File: src/rtl/jk_mod_counter_pkg.sv
// Shared definitions for the JK-based modulo counter.
// - jk_cmd_e : {j,k} command encodings applied to each JK cell
// - max_count: terminal (MODULO-1) value for a given modulus
package jk_mod_counter_pkg;

    // Encoded as {j, k} so a command can be assigned straight onto the cell inputs.
    typedef enum logic [1:0] {
        JkHold = 2'b00,
        JkClr  = 2'b01,
        JkSet  = 2'b10,
        JkTgl  = 2'b11
    } jk_cmd_e;

    localparam int unsigned DEFAULT_MODULO = 10;

    function automatic int unsigned max_count(input int unsigned modulo);
        return modulo - 1;
    endfunction

endpackage

File: src/rtl/jk_mod_counter_jk_cell.sv
// One-bit JK flip-flop, posedge clocked, asynchronous active-high reset to 0.
// Ports:
//   clk  - rising-edge clock
//   rst  - asynchronous active-high reset (q=0)
//   j, k - JK inputs: 00 hold, 01 clear, 10 set, 11 toggle
//   q    - stored bit
//   qbar - complement of q (valid during reset as well)
module jk_cell
    import jk_mod_counter_pkg::*;
(
    input  logic clk,
    input  logic rst,
    input  logic j,
    input  logic k,
    output logic q,
    output logic qbar
);

    always_ff @(posedge clk or posedge rst) begin
        if (rst) begin
            q <= 1'b0;
        end else begin
            unique case (jk_cmd_e'({j, k}))
                JkHold:  q <= q;
                JkClr:   q <= 1'b0;
                JkSet:   q <= 1'b1;
                JkTgl:   q <= ~q;
                default: q <= q;
            endcase
        end
    end

    assign qbar = ~q;

endmodule

File: src/rtl/jk_mod_counter.sv
// Synchronous modulo-MODULO up/down counter built from WIDTH JK cells.
// Parameters:
//   WIDTH  - counter width (2..8)
//   MODULO - modulus N (2..2^WIDTH); count sequence is 0..N-1
// Ports:
//   clk       - rising-edge clock
//   rst       - asynchronous active-high reset (q=0, wrap_flag=0)
//   en        - count enable
//   up        - direction, 1 = increment, 0 = decrement
//   load      - synchronous parallel load (priority over en)
//   load_val  - load value, clamped to MODULO-1 when out of range
//   clr_flag  - synchronous clear of wrap_flag (a coincident wrap wins)
//   q, qbar   - current count and its complement
//   tc        - combinational terminal count: the next edge wraps
//   wrap_flag - sticky flag set on every modulo wrap
module jk_mod_counter
    import jk_mod_counter_pkg::*;
#(
    parameter int unsigned WIDTH  = 4,
    parameter int unsigned MODULO = DEFAULT_MODULO
) (
    input  logic             clk,
    input  logic             rst,
    input  logic             en,
    input  logic             up,
    input  logic             load,
    input  logic [WIDTH-1:0] load_val,
    input  logic             clr_flag,
    output logic [WIDTH-1:0] q,
    output logic [WIDTH-1:0] qbar,
    output logic             tc,
    output logic             wrap_flag
);

    localparam logic [WIDTH-1:0] MAX_CNT = WIDTH'(max_count(MODULO));

    logic [WIDTH-1:0] j;
    logic [WIDTH-1:0] k;
    logic             at_max;
    logic             at_zero;

    assign at_max  = (q == MAX_CNT);
    assign at_zero = (q == '0);

    // Per-bit steering: every transition is expressed as a JK command so the
    // cells never see anything but hold/clear/set/toggle.
    always_comb begin
        logic             ones_below;
        logic             zeros_below;
        logic [WIDTH-1:0] ld_val;
        jk_cmd_e          cmd;

        j           = '0;
        k           = '0;
        ones_below  = 1'b1;
        zeros_below = 1'b1;
        cmd         = JkHold;
        ld_val      = (32'(load_val) >= MODULO) ? MAX_CNT : load_val;

        for (int i = 0; i < WIDTH; i++) begin
            cmd = JkHold;
            if (load) begin
                cmd = ld_val[i] ? JkSet : JkClr;
            end else if (en) begin
                if (up) begin
                    // At MAX the wrap clears every bit; for a full binary
                    // modulus this coincides with the toggle rule.
                    if (at_max) begin
                        cmd = JkClr;
                    end else if (ones_below) begin
                        cmd = JkTgl;
                    end
                end else begin
                    if (at_zero) begin
                        cmd = MAX_CNT[i] ? JkSet : JkClr;
                    end else if (zeros_below) begin
                        cmd = JkTgl;
                    end
                end
            end
            {j[i], k[i]} = cmd;
            ones_below   = ones_below & q[i];
            zeros_below  = zeros_below & ~q[i];
        end
    end

    for (genvar i = 0; i < WIDTH; i++) begin : g_cell
        jk_cell u_cell (
            .clk  (clk),
            .rst  (rst),
            .j    (j[i]),
            .k    (k[i]),
            .q    (q[i]),
            .qbar (qbar[i])
        );
    end

    assign tc = en & ~load & ((up & at_max) | (~up & at_zero));

    always_ff @(posedge clk or posedge rst) begin
        if (rst) begin
            wrap_flag <= 1'b0;
        end else if (tc) begin
            wrap_flag <= 1'b1;
        end else if (clr_flag) begin
            wrap_flag <= 1'b0;
        end
    end

endmodule

File: config.mk
export PLATFORM = sky130hd
export DESIGN_NAME = jk_mod_counter
export DESIGN_NICKNAME = d
export VERILOG_FILES = /design/src/rtl/jk_mod_counter_pkg.sv /design/src/rtl/jk_mod_counter_jk_cell.sv /design/src/rtl/jk_mod_counter.sv
export SDC_FILE = /design/constraint.sdc
export NUM_CORES = 1
export LEC_CHECK = 0
export ABC_CLOCK_PERIOD_IN_PS = 2260
export BUFFER_PORTS_ARGS = -buffer_cell sky130_fd_sc_hd__buf_2
export CAP_MARGIN = 10
export CORE_AREA = 8 8 53 55
export DETAILED_ROUTE_END_ITERATION = 6
export DIE_AREA = 0 0 61 63
export MAX_ROUTING_LAYER = met4
export PLACE_DENSITY = 0.5
export RECOVER_POWER = 25
export SYNTH_ARGS = -nofsm -noshare
export SYNTH_HDL_FRONTEND = slang
export SYNTH_SLANG_ARGS = --single-unit
File: constraint.sdc
create_clock -name clk -period 2.26 [get_ports clk]
set_input_delay 0.452 -clock clk [delete_from_list [all_inputs] [get_ports clk]]
set_output_delay 0.452 -clock clk [all_outputs]
set_load 0.02 [all_outputs]
Yosys cells after proc, flatten, opt, wreduce, memory -nomap -nowiden
Cells that the tools add are included.
{ "word_totals": {"mem_bits_rw": 0, "inputBits": 10, "elab_cells": 77, "reg_bits": 5, "latch_bits": 0, "rom_bits": 0, "n_memories": 0} }
{ "classes": {"mux": 37, "n_eq_ne": 13, "n_div": 0, "multipliers": 0, "n_bitwise": 15, "reduce_logical": 6, "shifts": 0, "n_addsub": 0, "order_cmp": 1} }
{ "op_table": {"columns": ["op", "n"], "rows": [
  ["two-way mux 2 bit", 29],
  ["equality test 2 bit, second input constant", 8],
  ["one-hot mux 1 bit (3 select lines)", 4],
  ["AND 1 bit", 8],
  ["equality test 2 x 1 -> 1 bit, second input constant", 4],
  ["logical NOT 2 bit", 4],
  ["NOT 1 bit", 6],
  ["equality test 4 bit, second input constant", 1],
  [">= comparator 4 bit, second input constant", 1],
  ["logical NOT 4 bit", 1],
  ["two-way mux 4 bit", 1],
  ["two-way mux 1 bit", 3],
  ["nonzero test 2 bit", 1],
  ["bitwise OR 1 bit", 1]
]} }

Logic depth before layout (Yosys ltp)
Gate-level depths: netlist of the first run.
{ "logic_depth": {"depth_word": 10, "mapped_depth": 5, "depth_no_buf": 4} }

Modules after synthesis
Synthesis of the first run repeated with hierarchy kept, for this count alone.
{ "unflattened": {"hier_cells": 66, "hier_area_um2": 479.2} }
{ "modules_own_cells": {"columns": ["module", "instances", "area_per_inst_um2", "cells_per_inst"], "rows": [
  ["jk_mod_counter", 1, 314.1, 46],
  ["jk_cell", 4, 41.3, 5]
]} }

Least setup slack after synthesis of the first run
No wires, ideal clock.
{ "synth_path": {"path_kind": "register -> output", "startpoint": "reg g_cell[0].u_cell.q", "endpoint": "out tc", "n_path_buf": 1, "path_stages_with_launch": 4, "t_arrival_ns": 1.386, "slack_ns": 0.422, "path_cell_list": "dfrtp_1 buf_6 or3_4 a2111oi_4"} }
{ "synth_via": {"elab_chain_cells": 4} }
{ "synth_lines": {"columns": ["item", "line", "rtl"], "rows": [
  ["from (decl)", "jk_mod_counter_jk_cell.sv:15", "output logic q,"],
  ["from (signal assigned)", "jk_mod_counter_jk_cell.sv:24", "JkHold: q <= q;"],
  ["from (signal assigned)", "jk_mod_counter_jk_cell.sv:27", "JkTgl: q <= ~q;"],
  ["from (signal assigned)", "jk_mod_counter_jk_cell.sv:28", "default: q <= q;"],
  ["equality test 4 bit / logical NOT 4 bit (equally long branches)", "jk_mod_counter.sv:42, jk_mod_counter.sv:43", null],
  ["AND 1 bit", "jk_mod_counter.sv:98", "assign tc = en & ~load & ((up & at_max) | (~up & at_zero));"],
  ["bitwise OR 1 bit (*)", "jk_mod_counter.sv:98", null],
  ["AND 1 bit (*)", "jk_mod_counter.sv:98", null],
  ["to (decl)", "jk_mod_counter.sv:31", "output logic tc,"]
]} }
Every way passes the cells marked *; elsewhere a longest branch is shown, timed or not.

Final worst setup path of the first run
{ "layout_path": {"startpoint": "reg g_cell[3].u_cell.q", "endpoint": "out tc"} }
{ "layout_via": {"elab_chain_cells": 4} }
{ "layout_lines": {"columns": ["item", "line"], "rows": [
  ["from (decl)", "jk_mod_counter_jk_cell.sv:15"],
  ["from (signal assigned)", "jk_mod_counter_jk_cell.sv:24"],
  ["from (signal assigned)", "jk_mod_counter_jk_cell.sv:27"],
  ["from (signal assigned)", "jk_mod_counter_jk_cell.sv:28"],
  ["equality test 4 bit / logical NOT 4 bit (equally long branches)", "jk_mod_counter.sv:42, jk_mod_counter.sv:43"],
  ["AND 1 bit", "jk_mod_counter.sv:98"],
  ["bitwise OR 1 bit (*)", "jk_mod_counter.sv:98"],
  ["AND 1 bit (*)", "jk_mod_counter.sv:98"]
]} }
Marked as above.

==> run metrics, run 1 <==
Post-CTS Setup Bufs=0; height of the die=around 63 um; crit path max fanout=5; row cnt=17; Setup CP Type=register to output pin; DP Wirelength=1005 um; CTS tree=built; Setup crit start=g_cell[3].u_cell.q$_DFFE_PP0P_; Pwr Density=622.4 nW/um2; starting density of the core=between 20 and 25%; Seq cells post-synth=5; number of remaining DRC errors=0; unrepaired setup endpoints after global routing=no; Worst Tran Pin Value=344.2 ps; Setup Skew=roughly 1.9 ps; Setup violations, final=0; Post-CTS Hold Buffers=0; H-tree depth=1; largest net degree at the start of global routing=12; Slew HR=just under 80%; Tcrit/Tclk final=93.44%; crit-path max cell delay=~420 ps; final antenna diode count=0; All-Layer GR Usage=under 10%; Initial DRT Pass Iterations=4; worst-skew pair later-pin latency=~240 ps; Mapped Area=about 470 um2; minimum clock period=between 2000 and 2500 ps; CTS Buffer Depth=2; status=finished, final reports clean; syn_area_per_cell=between 8 and 9 um2; IO buf count=19; M2 GR Usage=a little under a tenth; CTS resizes=0; Worst-path clk slew=40 ps; layout cells sized above 1=between 30 and 40%; Area Growth Syn to Fin=17.60%; final slew viol count=0; first-pass GRT wire length=a little over 2000 um; Worst setup EP type=output pin; Seq/Total Area, Yosys=between 20% and 30%; global route overflow=0; M3 GR Usage=between 3 and 4%; placed insts=94; Final Util=26.74%; Critical Path Start Type=register; final hold vios=0; Crit-path slowest cell=or3_4; RePlAce Congestion=0.8472; final WL=~1200 um; TNS Setup=0 ps; cts bufs inserted=3; Die X=around 61 um; Max-Cap Viols=0; Crit path buffers/inverters=1; final antenna-violating net count=0; CTS root buffer=clkbuf_4; HP Class=input port to async pin; core area=2063 um2; io pins=20; grt met1 use=9.165%; FF-to-FF Start=g_cell[0].u_cell.q$_DFFE_PP0P_; peak supply drop=about 0.37 mV; leakage power=0.2709 nW; Ys Warns=0; Final nets=81; Cells after Synth=57; f_max=473.5 MHz; unique cell type count in the Yosys netlist=26; Die Area=3843 um2; initial antenna violation count=0; vias in the first global route=between 400 and 500; Most Crowded Layer GR=met2; WL per Instance=between 10 and 15 um; syn_nets=67; crit path DAT=1660 ps; vias post-DR=439; ordered cell list for the critical path=or3_4, a2111oi_4, buf_2; Layout Cells excl Fill=98; Detailed Route Iter0 Violations=8; CP required=about 1800 ps; Largest delay share family, worst path=simple AND/OR/NAND/NOR gates; vias per cell=between 4 and 5; clk sinks=5
[sequential cells by signal (all words and copies together), names as in the netlist]
register,cells
g_cell.u_cell.q,4
wrap_flag,1
[layout by cell type (no fill, tap or decap), types with 2 or more instances in the layout]
cell type  netlist  routed
a21oi_1          3       3
nand2_1          4       4
nor2_1           4       4
nand2b_1         3       3
a211oi_1         2       2
inv_1            6       6
o21ai_0          3       3
dfrtp_1          5       5
buf_2            2      19
xnor2_1          2       2
clkbuf_4         0       3
[cell families (layout without fill, tap and decap cells)]
logic type / count (synthesis) / in the layout / synth area share, %
AND/OR/NAND/NOR: 16 / 16 / 18.13
XOR/XNOR: 2 / 2 / 3.734
AO/OA/AOI/OAI: 17 / 17 / 29.34
flip-flops: 5 / 5 / 26.67
buffers and inverters: 17 / 30 / 22.13
[worst reg2reg max path, cell delays in order, from the launching register on]
cell	delay (ps)
dfrtp_1	380
buf_4	180
or4_1	530
a21oi_1	150
a211oi_1	60
a31oi_1	160
[layer usage]
metal  vias up  part of all wire [%]
met5         -                     0
met4         0                     0
met3         0                   6.4
met2        15                    43
met1       206                    51
li1        218                     -
[power by group]
group | internal [mW] | switching (mW)
clock | 0.0667 | 0.0361
sequential | 0.0994 | 0.0176
combinational | 0.0469 | 0.0767
[synthesized netlist by cell type]
library cell,instances,share of area (%)
a222oi_1,1,2.1
nor4_1,1,1.3
nand2_1,4,3.2
dfrtp_1,5,27
nor2_1,4,3.2
buf_2,2,2.1
a21oi_1,3,3.2
o211a_1,1,2.1
buf_4,8,13
nand3_1,1,1.1
o211ai_1,1,1.6
a31oi_1,1,1.3
xnor2_1,2,3.7
o21ai_0,3,3.2
buf_6,1,2.4
a21o_1,1,1.6
or3_4,1,2.4
nand4_1,1,1.3
a211o_1,1,1.9
or4_1,1,1.6
a2111oi_4,1,5.9
inv_1,6,4.8
a22oi_1,1,1.6
nand2b_1,3,4.0
o21a_1,1,1.6
a211oi_1,2,3.2
[final cells by class]
| cell class | instances | area (um2) |
|---|---|---|
| fillers | 239 | 1511 |
| flip-flops and latches | 5 | 125.1 |
| repair buffers | 20 | 102.6 |
| inverters | 6 | 22.52 |
| multi-input cells | 35 | 240.2 |
| clock buffers | 4 | 26.28 |
| well taps | 28 | 35.03 |
[through the flow]
| stage | instance area [um2] | setup WS [ps] | power [mW] | hold WS (ps) |
|---|---|---|---|---|
| 3_5_place_dp | 525.5 | 246.7 | 0.2432 | 356.6 |
| 6_report | 551.8 | 148.3 | 0.3434 | 98.46 |
| 5_1_grt | 551.8 | 53.68 | 0.3708 | 110.5 |
| 2_1_floorplan | 469.2 | 421.8 | 0.2257 | 230.5 |
| 3_3_place_gp | 525.5 | 257.1 | 0.2431 | 350.5 |
| 4_1_cts | 551.8 | 132.6 | 0.3519 | 94.71 |
[path summary, 6_finish.rpt]
| kind | endpoint | slack [ps] | cells past startpoint |
|---|---|---|---|
| max | tc | 150 | 3 |
| min reg2reg | wrap_flag$_DFFE_PP0P_ | 480 | 1 |
| min in group clk | g_cell[0].u_cell.q$_DFFE_PP0P_ | 460 | 3 |
| min | wrap_flag$_DFFE_PP0P_ | 100 | 2 |
| max reg2reg | g_cell[3].u_cell.q$_DFFE_PP0P_ | 730 | 5 |
| max in group asynchronous | g_cell[0].u_cell.q$_DFFE_PP0P_ | 2000 | 2 |
No activity file was read; power rests on OpenSTA's default activity.
==> run 2, diff against run 1 <==
Settings changed: CORE_AREA 8 8 53 55 to 8 8 55 53, DIE_AREA 0 0 61 63 to 0 0 63 61.
==> run 2 against run 1 <==
Compared with the run above:
- global-route usage fell by 0.21 points
- clock power about the same
- worst hold slack better by 0.88 ps
- combinational power about the same
- clock skew is essentially flat
- first-iteration DRC count up 13%
- setup slack got worse by 14 ps
- critical endpoint unchanged
- largest power group unchanged
==> run metrics, run 2 (same netlist as run 1, synthesis figures left out) <==
WL per Instance=between 10 and 15 um; Post-CTS Hold Buffers=0; Top reg by flops=g_cell.u_cell.q; All-Layer GR Usage=between 6 and 7%; height of the die=roughly 60 um; Hold WS=approximately 99 ps; RePlAce Congestion=0.7451; HP Class=input port to async pin; IO buf count=19; placed insts=93; leading registers by flop count=g_cell.u_cell.q: 4 flops, wrap_flag: 1 flops; H-tree depth=1; vias post-DR=429; io pins=20; worst-skew pair later-pin latency=about 240 ps; Setup violations, final=0; largest net degree at the start of global routing=12; CTS Buffer Depth=2; TNS Setup=0 ps; minimum clock period=2126 ps; Sw Ratio=between 30% and 40%; sequential share of power=around a third; worst setup path endpoint=tc; Stages on worst setup path=3; core area=between 2000 and 2500 um2; initial antenna violation count=0; vias per cell=~4.4; f_max=between 400 and 500 MHz; Post-CTS Setup Bufs=0; starting density of the core=between 20% and 30%; Layout Cells excl Fill=97; cts bufs inserted=3; Initial DRT Pass Iterations=5; grt met1 use=about 7.8%; global route overflow=0; Pwr Density=between 600 and 700 nW/um2; Slew HR=a little under 80%; Critical Path Start Type=register; layout cells sized above 1=between 30% and 40%; vias in the first global route=about 400; clk sinks=5; Max-Cap Viols=0; first-pass GRT wire length=1980 um; max FFs per register=4; Psw=roughly 0.13 mW; final slew viol count=0; r2r setup slk=around 690 ps; Detailed Route Iter0 Violations=9; Setup CP Type=register to output pin; final WL=1231 um; crit path max fanout=5; ordered cell list for the critical path=or3_4, a2111oi_4, buf_2; status=finished, final reports clean; CTS resizes=0; Area Growth Syn to Fin=17.33%; Comb pwr share=about 36%; row cnt=16; final antenna diode count=0; Final nets=81; DP Wirelength=between 1000 and 1500 um; FF-to-FF Start=g_cell[0].u_cell.q$_DFFE_PP0P_; Worst Tran Pin Value=332.5 ps; Clk pwr share=a little under a third; CTS root buffer=clkbuf_4; leakage power=about 0.27 nW; Most Crowded Layer GR=met2; crit path DAT=roughly 1700 ps; r2r worst-path depth=5; internal power=around 0.21 mW; number of remaining DRC errors=0; commonest non-fill, non-tap cell in the layout=buf_2; Crit-path slowest cell=or3_4; unrepaired setup endpoints after global routing=no; Setup crit start=g_cell[3].u_cell.q$_DFFE_PP0P_; final antenna-violating net count=0; final hold vios=0; most frequent cells in the layout=buf_2, inv_1, dfrtp_1, nand2_1, nor2_1; Die Area=between 3000 and 4000 um2; M2 GR Usage=9.489%; Die X=63 um; reg-to-reg endpoint=g_cell[3].u_cell.q$_DFFE_PP0P_; peak supply drop=between 0.1 and 0.15 mV; Filler cells=230; M3 GR Usage=between 3 and 4%; CTS tree=built; Worst setup EP type=output pin; Setup Skew=between 1 and 1.5 ps; CP required=approximately 1800 ps; Largest delay share family, worst path=simple AND/OR/NAND/NOR gates; Worst-path clk slew=40 ps; crit-path max cell delay=around 420 ps; Crit path buffers/inverters=1; Tcrit/Tclk final=a little over nine tenths
## run 2: cell counts in the layout (fill, tap and decap cells not counted)
Identical to the previous run, type by type.
## run 2: cell type report
cell class | count | area (um2) | area share, %
Sequential cell | 5 | 125.1 | 22.73
Clock buffer | 4 | 26.28 | 4.773
Timing Repair Buffer | 20 | 102.6 | 18.64
Inverter | 6 | 22.52 | 4.091
Multi-Input combinational cell | 35 | 240.2 | 43.64
Tap cell | 27 | 33.78 | 6.136
## run 2: routing by layer
metal | vias to the layer above | wire [um]
met5 | - | 0
met4 | 0 | 0
met3 | 0 | 118
met2 | 20 | 521
met1 | 190 | 591
li1 | 219 | -
## run 2: how the worst min path moves through the flow
stage,from,to,slack (ps),cells past startpoint
finish,rst,g_cell[1].u_cell.q$_DFFE_PP0P_,100,2
CTS,rst,wrap_flag$_DFFE_PP0P_,100,2
floorplan,rst,g_cell[0].u_cell.q$_DFFE_PP0P_,230,1
global placement,rst,wrap_flag$_DFFE_PP0P_,350,2
detailed placement,rst,wrap_flag$_DFFE_PP0P_,360,2
global route,rst,wrap_flag$_DFFE_PP0P_,100,2
## run 2: worst reg2reg max path: cells and delay by family (launching register included)
kind	cells	cell delay, ps
flops	1	370
buf+inv	1	180
simple gates	1	530
compound gates	3	420
## run 2: metrics by stage
stage / setup slack, ps / power (mW) / util [%] / area [um2]
6_report: 134.3 / 0.3412 / 27.23 / 550.5
5_1_grt: 40.72 / 0.3669 / 27.23 / 550.5
4_1_cts: 106.8 / 0.3493 / 27.23 / 550.5
3_5_place_dp: 210.9 / 0.2426 / 25.93 / 524.3
3_3_place_gp: 252.5 / 0.2413 / 25.93 / 524.3
2_1_floorplan: 421.8 / 0.2257 / - / 469.2
## run 2: power by group through the flow
stage | Sequential [mW] | Combinational, mW | Clock [mW]
floorplan | 0.115 | 0.111 | 0
global placement | 0.117 | 0.124 | 0
detailed placement | 0.118 | 0.125 | 0
CTS | 0.116 | 0.125 | 0.108
global route | 0.118 | 0.135 | 0.114
finish | 0.116 | 0.123 | 0.102
==> run 3, diff against run 2 <==
Settings changed: ABC_CLOCK_PERIOD_IN_PS 2260 to 2200.
Clock period 2.26 ns to 2.2 ns, I/O delays scaled along.
==> run 3 against run 2 <==
Compared with the run above:
- utilization increased by 0.12 points
- clock power about the same
- first-iteration DRC count increased to 2.8 times the previous value
- sequential share of layout area decreased by 0.10 points
- wire length decreased by 1.9%
- worst hold slack got worse by 6.2 ps
- setup slack got worse by 21 ps
- clock skew decreased by 0.50 ps
- total power increased by 1.5%
- via count increased by 0.93%
- critical path depth unchanged
==> run metrics, run 3 (same netlist as run 1, synthesis figures left out) <==
global route overflow=0; max FFs per register=4; Setup Skew=0.9416 ps; Hold WS=between 90 and 100 ps; Final nets=81; DP Worst Slack=between 150 and 200 ps; Setup CP Type=register to output pin; Post-CTS Setup Bufs=0; vias post-DR=around 430; largest net degree at the start of global routing=12; final hold vios=0; minimum clock period=2087 ps; Slew HR=around 78%; HP Class=input port to async pin; CTS Buffer Depth=2; Tot Pwr=~0.35 mW; Setup violations, final=0; H-tree depth=1; core area=between 2000 and 2500 um2; f_max=approximately 480 MHz; leakage power=~0.27 nW; final antenna-violating net count=0; final WL=1207 um; final antenna diode count=0; Worst Tran Pin Value=about 330 ps; row cnt=16; Top reg by flops=g_cell.u_cell.q; DP Wirelength=1006 um; RePlAce Congestion=0.7449; number of remaining DRC errors=0; starting density of the core=approximately 23%; Detailed Route Iter0 Violations=25; io pins=20; CP required=approximately 1800 ps; post-place instance area=between 500 and 600 um2; Worst-path clk slew=roughly 40 ps; CTS tree=built; Initial DRT Pass Iterations=4; TNS Setup=0 ps; Pwr Density=between 600 and 700 nW/um2; r2r setup slk=640 ps; layout cells sized above 1=a little over a third; vias in the first global route=around 420; clk sinks=5; IO buf count=19; most frequent cells in the layout=buf_2, inv_1, dfrtp_1, nand2_1, nor2_1; All-Layer GR Usage=under 10%; initial antenna violation count=0; height of the die=slightly above 60 um; WL per Instance=between 10 and 15 um; Worst setup EP type=output pin; leading registers by flop count=g_cell.u_cell.q: 4 flops, wrap_flag: 1 flops; crit path max fanout=5; crit path DAT=1650 ps; Critical Path Start Type=register; Die Area=~3800 um2; commonest non-fill, non-tap cell in the layout=buf_2; Max-Cap Viols=0; Final WS setup=around 110 ps; final instance area=roughly 550 um2; status=finished, final reports clean; worst-skew pair later-pin latency=between 200 and 250 ps; vias per cell=~4.5; peak supply drop=about 0.19 mV; unrepaired setup endpoints after global routing=no; Tcrit/Tclk final=about 95%; Die X=roughly 63 um; first-pass GRT wire length=~2000 um; CTS root buffer=clkbuf_4; Area Growth Syn to Fin=17.87%; final slew viol count=0; cts bufs inserted=3
-- run 3: cell types whose count changed in the layout (fill, tap and decap cells not counted) --
| cell | previous run | this run |
|---|---|---|
| buf_4 | 1 | 2 |
| buf_2 | 19 | 18 |
-- run 3: cell type report --
class,instances,area (um2)
Clock buffer,4,26.28
Fill cell,231,1469
Inverter,6,22.52
Timing Repair Buffer,20,105.1
Multi-Input combinational cell,35,240.2
Tap cell,27,33.78
Sequential cell,5,125.1
-- run 3: what timing repair did --
item,CTS,global route
hold buffers,0,0
resized for setup,0,1
setup endpoints to repair,0,1
endpoints found under the hold margin,0,0
-- run 3: final timing paths --
check / startpoint / end / cells after the start
min reg2reg: wrap_flag$_DFFE_PP0P_ / wrap_flag$_DFFE_PP0P_ / 1
min: rst / wrap_flag$_DFFE_PP0P_ / 2
max reg2reg: g_cell[0].u_cell.q$_DFFE_PP0P_ / g_cell[3].u_cell.q$_DFFE_PP0P_ / 5
max in group asynchronous: rst / g_cell[2].u_cell.q$_DFFE_PP0P_ / 2
max: g_cell[3].u_cell.q$_DFFE_PP0P_ / tc / 3
min in group clk: wrap_flag$_DFFE_PP0P_ / wrap_flag$_DFFE_PP0P_ / 1
-- run 3: per-stage QoR --
stage	util, %	cells
after floorplan	-	57
after global placement	25.93	93
after detailed placement	25.93	93
after CTS	27.23	97
after global routing	27.35	97
final	27.35	97
-- run 3: report_power, final --
part | switching [mW] | internal [mW]
registers | 0.0168 | 0.102
clock network | 0.0312 | 0.0682
logic | 0.0792 | 0.0484
-- run 3: critical path, cell delays in order, from the launching register on --
cell       delay (ps)
dfrtp_1           410
or3_4             420
a2111oi_4         380
buf_4             200
-- run 3: routing by layer --
layer / global-route usage, % / part of all wire (%) / vias up
li1: - / - / 220
met1: 7.749 / 52 / 194
met2: 9.781 / 41 / 17
met3: 3.690 / 6.3 / 2
met4: 1.948 / 0.66 / 0
met5: - / 0 / -
